## src/rtl/disp_wr_ctrl.sv

```systemverilog
// disp_wr_ctrl: write-side controller for the display cell memory.
// Buffers single-cell updates in a small FIFO and issues at most one write
// per disp_clk cycle. A hardware clear sequencer sweeps all 128 cells with
// a fill colour.
// Optional feature macro: DISP_WR_VBLANK_EN. When defined, writes are only
// issued while i_sync_va is low (vertical blanking).
`timescale 1ns/1ps

module disp_wr_ctrl #(
   parameter int FIFO_DEPTH = 4
) (
   input  logic       disp_clk,
   input  logic       rst_disp,
   input  logic       i_upd_valid,
   output logic       o_upd_ready,
   input  logic [6:0] i_upd_adr,
   input  logic [3:0] i_upd_d,
   input  logic       i_clr_req,
   input  logic [3:0] i_clr_d,
   output logic       o_clr_busy,
   input  logic       i_sync_va,
   output logic       o_disp_wen,
   output logic       o_disp_men,
   output logic [6:0] o_disp_adr,
   output logic [3:0] o_disp_d
);

   localparam int PTR_W = (FIFO_DEPTH > 1) ? $clog2(FIFO_DEPTH) : 1;
   localparam int CNT_W = PTR_W + 1;
   localparam logic [CNT_W-1:0] DEPTH_C = CNT_W'(FIFO_DEPTH);

   typedef enum logic {
      IDLE  = 1'b0,
      CLEAR = 1'b1
   } state_t;

   state_t state;
   state_t state_next;

   logic [10:0]      mem [FIFO_DEPTH];
   logic [PTR_W-1:0] wr_ptr;
   logic [PTR_W-1:0] rd_ptr;
   logic [CNT_W-1:0] count;
   logic [6:0]       sweep_cnt;
   logic [3:0]       fill;

   logic eligible;
   logic full;
   logic empty;
   logic push;
   logic pop;
   logic clr_accept;
   logic sweep_wr;
   logic sweep_last;

   assign full        = (count == DEPTH_C);
   assign empty       = (count == '0);
   assign o_upd_ready = ~full;
   assign push        = i_upd_valid & ~full;
   assign sweep_last  = sweep_wr & (sweep_cnt == 7'd127);

`ifdef DISP_WR_VBLANK_EN
   assign eligible = ~i_sync_va;
`else
   logic sync_va_unused;
   assign sync_va_unused = i_sync_va;
   assign eligible       = 1'b1;
`endif

   // State register
   always_ff @(posedge disp_clk) begin
      if (rst_disp) begin
         state <= IDLE;
      end else begin
         state <= state_next;
      end
   end

   // Next-state: a clear request wins in IDLE, the sweep ends after cell 127
   always_comb begin
      state_next = state;
      unique case (state)
         IDLE:    if (i_clr_req) state_next = CLEAR;
         CLEAR:   if (sweep_last) state_next = IDLE;
         default: state_next = IDLE;
      endcase
   end

   // Per-state actions: accept clear / pop FIFO in IDLE, sweep write in CLEAR
   always_comb begin
      clr_accept = 1'b0;
      pop        = 1'b0;
      sweep_wr   = 1'b0;
      unique case (state)
         IDLE: begin
            clr_accept = i_clr_req;
            pop        = ~i_clr_req & eligible & ~empty;
         end
         CLEAR:   sweep_wr = eligible;
         default: ;
      endcase
   end

   // FIFO storage; a push on the clear-accept edge is still written and kept
   always_ff @(posedge disp_clk) begin
      if (push) begin
         mem[wr_ptr] <= {i_upd_adr, i_upd_d};
      end
   end

   // FIFO pointers and count; accepting a clear drops everything queued before it
   always_ff @(posedge disp_clk) begin
      if (rst_disp) begin
         wr_ptr <= '0;
         rd_ptr <= '0;
         count  <= '0;
      end else begin
         if (push) begin
            wr_ptr <= wr_ptr + PTR_W'(1);
         end
         if (clr_accept) begin
            rd_ptr <= wr_ptr;
            count  <= push ? CNT_W'(1) : '0;
         end else begin
            if (pop) begin
               rd_ptr <= rd_ptr + PTR_W'(1);
            end
            unique case ({push, pop})
               2'b10:   count <= count + CNT_W'(1);
               2'b01:   count <= count - CNT_W'(1);
               default: count <= count;
            endcase
         end
      end
   end

   // Sweep counter and captured fill colour; counter stops at 127 instead of wrapping
   always_ff @(posedge disp_clk) begin
      if (rst_disp) begin
         sweep_cnt <= '0;
         fill      <= '0;
      end else if (clr_accept) begin
         sweep_cnt <= '0;
         fill      <= i_clr_d;
      end else if (sweep_wr && !sweep_last) begin
         sweep_cnt <= sweep_cnt + 7'd1;
      end
   end

   // Registered write port; address/data hold between writes
   always_ff @(posedge disp_clk) begin
      if (rst_disp) begin
         o_disp_wen <= 1'b0;
         o_disp_men <= 1'b0;
         o_disp_adr <= '0;
         o_disp_d   <= '0;
         o_clr_busy <= 1'b0;
      end else begin
         o_disp_wen <= sweep_wr | pop;
         o_disp_men <= sweep_wr | pop;
         if (sweep_wr) begin
            o_disp_adr <= sweep_cnt;
            o_disp_d   <= fill;
         end else if (pop) begin
            {o_disp_adr, o_disp_d} <= mem[rd_ptr];
         end
         o_clr_busy <= (state_next == CLEAR);
      end
   end

endmodule

```

## config.mk

```make
export PLATFORM = sky130hd
export DESIGN_NAME = disp_wr_ctrl
export DESIGN_NICKNAME = d
export VERILOG_FILES = /design/src/rtl/disp_wr_ctrl.sv
export SDC_FILE = /design/constraint.sdc
export NUM_CORES = 1
export LEC_CHECK = 0
export CAP_MARGIN = 10
export CORE_MARGIN = 10
export CORE_UTILIZATION = 50
export DETAILED_ROUTE_END_ITERATION = 8
export PLACE_DENSITY = 0.75
export REMOVE_ABC_BUFFERS = 1
export SETUP_SLACK_MARGIN = 0.1
export SLEW_MARGIN = 20
export SYNTH_ARGS = -nofsm -noshare
export SYNTH_HDL_FRONTEND = slang
export SYNTH_SLANG_ARGS = --single-unit
export TNS_END_PERCENT = 20
```

## constraint.sdc

```tcl
create_clock -name disp_clk -period 1.95 [get_ports disp_clk]
set_input_delay 0.2925 -clock disp_clk [delete_from_list [all_inputs] [get_ports disp_clk]]
set_output_delay 0.2925 -clock disp_clk [all_outputs]
set_load 0.005 [all_outputs]
```

# Yosys cells after proc, flatten, opt, wreduce, memory -nomap -nowiden
# Memory sizes are Yosys's and may differ from the RTL's. A register that Yosys moved wholly into a read port is not among the register bits.
# Index checks and enable logic that the tools add are counted.
[totals]
reg_bits = 31
mem_bits_rw = 44
out_inout_bits = 15
wordCells = 53
mem_count = 1
[mem_list]
columns = ["name", "words", "word_bits", "rd", "rd_ports_with_merged_regs", "wr", "line_no", "source"]
rows = [
  ["mem", 4, 11, 1, 1, 1, "40", "logic [10:0] mem [FIFO_DEPTH];"],
]
[op_classes]
add_sub_neg = 5
n_eq_ne = 4
muxes = 19
bitwise = 8
reduce_logical = 7
[op_table]
columns = ["cell", "n"]
rows = [
  ["7-bit 2-to-1 mux", 2],
  ["1-bit 2-to-1 mux", 8],
  ["2-bit 2-to-1 mux", 4],
  ["4-bit 2-to-1 mux", 2],
  ["7-bit by 1-bit adder with 7-bit output, second input constant", 1],
  ["7-bit equality test, second input constant", 1],
  ["3-bit one-hot mux with 2 select lines", 1],
  ["2-bit by 1-bit adder with 2-bit output, second input constant", 2],
  ["1-bit NOT", 4],
  ["2-bit nonzero test", 2],
  ["3-bit by 1-bit adder with 3-bit output, second input constant", 1],
  ["1-bit AND", 3],
  ["3-bit equality test, second input constant", 1],
  ["3-bit logical NOT", 1],
  ["3-bit 2-to-1 mux", 1],
  ["3-bit nonzero test", 1],
  ["3-bit by 1-bit subtractor with 3-bit output, second input constant", 1],
  ["2-bit by 1-bit equality test with 1-bit output, second input constant", 1],
  ["2-bit equality test, second input constant", 1],
  ["1-bit one-hot mux with 2 select lines", 1],
  ["2-bit OR reduction", 1],
  ["1-bit logical AND", 1],
  ["1-bit logical NOT", 1],
  ["1-bit bitwise OR", 1],
]

# Logic depth before layout (Yosys ltp)
[logic_depth]
word_depth = 8
ltp_mapped = 8

# Worst setup path after synthesis
# Ideal clock, no wire load.
[synth_path]
path_kind = "register to register"
from = "register count[2]"
to = "register count[2]"
setup_ns = 0.072
t_arrival_ns = 1.878
required_time_ns = 1.878
setup_slack_ns = 0.000
stages_incl_launch_ff = 8
n_path_buf = 0
synth_period_minus_slack_ns = 1.950
cell_sequence = "dfxtp_1 -> or3_2 -> nand2_2 -> a21oi_1 -> fa_1 -> and3_4 -> a32oi_2 -> mux2i_1"
[synth_via]
elab_chain_cells = 7
[synth_lines]
columns = ["element", "line_no", "source"]
rows = [
  ["from (decl)", "43", "logic [CNT_W-1:0] count;"],
  ["from (signal assigned)", "123", "count <= push ? CNT_W'(1) : '0;"],
  ["from (signal assigned)", "129", "2'b10: count <= count + CNT_W'(1);"],
  ["from (signal assigned)", "130", "2'b01: count <= count - CNT_W'(1);"],
  ["3-bit logical NOT", "57", "assign empty = (count == '0);"],
  ["1-bit NOT", "97", "pop = ~i_clr_req & eligible & ~empty;"],
  ["1-bit AND", "97", ""],
  ["1-bit 2-to-1 mux", "94", "unique case (state)"],
  ["2-bit by 1-bit equality test with 1-bit output or 2-bit equality test (tied branches)", "128", "unique case ({push, pop})"],
  ["3-bit one-hot mux with 2 select lines", "128", ""],
  ["3-bit 2-to-1 mux", "121", "if (clr_accept) begin"],
]
# Several ways; a longest one is shown, not always the timed one.
# A chain may end at the register's enable or synchronous reset.

# Final worst setup path
[layout_path]
from = "register count[1]"
to = "output port o_upd_ready"
[layout_via]
elab_chain_cells = 2
[layout_lines]
columns = ["element", "line_no", "source"]
rows = [
  ["3-bit equality test", "56", "assign full = (count == DEPTH_C);"],
  ["1-bit NOT", "58", "assign o_upd_ready = ~full;"],
  ["to (decl)", "15", "output logic o_upd_ready,"],
]
# No other way between the ends.

==> results.ini <==
[synth]
synth_top_area_cell=edfxtp_1
synth.area.top_cells=edfxtp_1 43%, dfxtp_1 21%, mux4_2 8.0%
ys_warn_count=0
synth_edf_count=44
synth_ff_type=edfxtp_1
yosysSeqAreaShare_pct=63.9
yosysUniqueCellTypes=42
avgSynthCellArea_um2=14.2
synth-async-reset-ratio_pct=0
synth.most_common_cell=edfxtp_1
ys_top_cells_by_count=44 x edfxtp_1, 33 x dfxtp_1, 20 x nor2_1
synth-seq-cells=77
syn-instance-count=218
yosysTopAreaCellShare_pct=42.6
synth_area_um2=3100

[global_route]
grt_pass1_vias=2033
grt_max_degree=17
grt_pass1_wl_mm=10.2
grt_usage_pct=13.2
antenna_found_initial=0
grt.overflow.total=0

[hold_path]
whs_endpoint=fill[0]$_SDFFE_PP0P_
hp-class=flip-flop to flip-flop
holdPathStages=2
worst_hold_startpoint=fill[0]$_SDFFE_PP0P_

[critical_path]
crit_type=flip-flop to output pin
worst_path_largest_cell_delay_ns=0.41
crit_chain=buf_4, or3b_4, dlygate4sd2_1
cp-end-kind=output pin
r2r_slack_ns=0.17
reg2regPathDepth=7
cp_top_family=buffers and inverters
r2r_start=count[1]$_SDFFE_PP0P_
reg2reg_to=count[2]$_SDFFE_PP0P_
path_buf_inv=2
cpMaxStageDelayCell=or3b_4
startpoint=count[1]$_SDFFE_PP0P_
worstPathRequired_ns=1.66
cp-start-kind=flip-flop
arrival_ns=1.52
cp_max_fo=4

[clock_network]
clkSlewWorstSetupHoldPaths_ns=0.09
clkLatencyLatePin_ns=0.36
cts_hold_buffers=0
cts_tree=done
numCtsBuffers=9
cts_buffer_depth=2
h-tree-depth=3
clockRootBuffer=clkbuf_8
cts_sinks=77

[power]
irDropWorstVdd_v=0.000575
power_switching_w=0.000855
leakagePower_nw=1.37
clkPwrFrac_pct=36.8
switching_share_pct=23.5
fin_total_pwr_w=0.00363
seqPwrFrac_pct=50.9
p_int_w=0.00278
pwr_density_cell_nw_per_um2=949
comb_power_share_pct=12.3

[sta]
period_minus_slack_ns=1.82
finalSetupViolations=0
hold_viol=0
relSlewSlack_pct=46.3
drv_slew=0
worst_pin_slew_ns=0.804
rsz0062_at_grt=true
timing.setup.tns_ns=0
clock.fmax_mhz=551
skew_ns=0.0112
fin_crit_sh_pct=93.1

[drt]
drt-vias-per-instance=5.45
vias=1891
firstDrtPassIters=4
wl_per_cell_um=17.3
drtIter0Drc=73
drc=0
wirelength_mm=6.01
ant_nets=0

[placed_design]
place_congestion=0.802
io_buffers=33
hpwl_mm=4.04

[final_layout]
syn_to_final_growth_pct=23.4
layout-drive-gt1-share_pct=19.5
fillers=445
diodes=0
finalNetCount=293

[floorplanning]
die_area_um2=9760
rows=28
core_um2=5960
ioPinCount=35
fp.dieH_um=98.8
die_x_um=98.8
start_util_pct=52.1

[outcome]
outcome=completed

[job]
max_cap_viol_count=0

## stage by stage
| stage | util, % | cells | hold WS [ns] | worst slack [ns] | cell area (um2) |
|---|---|---|---|---|---|
| after global placement | 60.2 | 330 | 0.442 | -0.0210 | 3580 |
| after global routing | 64.3 | 347 | 0.488 | 0.0814 | 3830 |
| after detailed placement | 60.2 | 330 | 0.450 | -0.0762 | 3580 |
| after floorplan | - | 207 | 0.362 | -0.00818 | 3030 |
| after CTS | 64.1 | 347 | 0.462 | 0.121 | 3820 |
| final | 64.3 | 347 | 0.464 | 0.134 | 3830 |
## power by group through the flow
stage / registers (W) / clock network (W) / logic [W]
after floorplan: 0.00190 / 0 / 0.000212
after global routing: 0.00186 / 0.00144 / 0.000488
after global placement: 0.00188 / 0 / 0.000430
after detailed placement: 0.00189 / 0 / 0.000439
final: 0.00185 / 0.00134 / 0.000446
after CTS: 0.00185 / 0.00136 / 0.000448
## area by class of cell
class / instances / area, um2 / area share [%]
Clock inverter: 7 / 97.6 / 2.55
Timing Repair Buffer: 49 / 462 / 12.1
Inverter: 2 / 7.51 / 0.196
Tap cell: 75 / 93.8 / 2.45
Sequential cell: 77 / 1980 / 51.7
Multi-Input combinational cell: 128 / 1060 / 27.8
Clock buffer: 9 / 124 / 3.23
## worst max path at each step
stage | cells after the start | end | slack, ns
3_3_place_gp | 8 | count[2]$_SDFFE_PP0P_ | -0.02
2_1_floorplan | 7 | count[2]$_SDFFE_PP0P_ | -0.008
4_1_cts | 7 | count[2]$_SDFFE_PP0P_ | 0.12
5_1_grt | 3 | o_upd_ready | 0.08
6_report | 3 | o_upd_ready | 0.13
3_5_place_dp | 8 | count[2]$_SDFFE_PP0P_ | -0.08
## sequential cells by signal, indices dropped and copies added (netlist names), named ones only
name,flops
mem,44
o_disp_adr,7
sweep_cnt,7
fill,4
o_disp_d,4
count,3
rd_ptr,2
wr_ptr,2
o_clr_busy,1
o_disp_men,1
## cell families (layout without fill, tap and decap cells)
kind of cell             after synthesis  in the layout  synth area share (%)
flip-flops                            77             77                  63.9
AND/OR/NAND/NOR                       72             72                  12.4
AO/OA/AOI/OAI                         27             27                  7.06
multiplexers                          15             15                  9.27
buffers and inverters                 13             67                  2.46
XOR/XNOR                               8              8                  2.26
adder cells (fa/ha/maj)                6              6                  2.66
## routing by layer
metal	GRT usage, %	vias up	routed length, um
met2	20.3	44	2920
met5	0	-	0
li1	-	919	-
met3	3.56	11	301
met1	15.8	917	2640
met4	8.60	0	145
## cells in the final DEF (no fill, tap or decap), types with 4 or more instances in the layout
master           netlist  layout
a211oi_1               4       4
dfxtp_1               33      33
ha_1                   5       5
nand3_1                4       4
and3_1                 5       5
buf_4                  1      15
nand2_1               13      13
mux4_2                11      11
a221o_1               10      10
edfxtp_1              44      44
nor2b_1               13      13
clkdlybuf4s50_1        0      32
nor2_1                20      20
mux2i_1                4       4
xor2_1                 6       6
clkbuf_8               0       9
a21oi_1                6       5
## timing repair
action	4_1_cts	5_1_grt
endpoints found under the hold margin	0	0
resized for setup	4	2
endpoints found under the setup margin	2	14
buffers inserted	1	0
cloned	0	0
pin swaps	0	0
## tightest hold or removal path, stage by stage (launching register included)
cell and delay [ns]:
dfxtp_1 0.32, nand2_1 0.05, a21oi_1 0.05
Power figures use the tool's default switching activity.
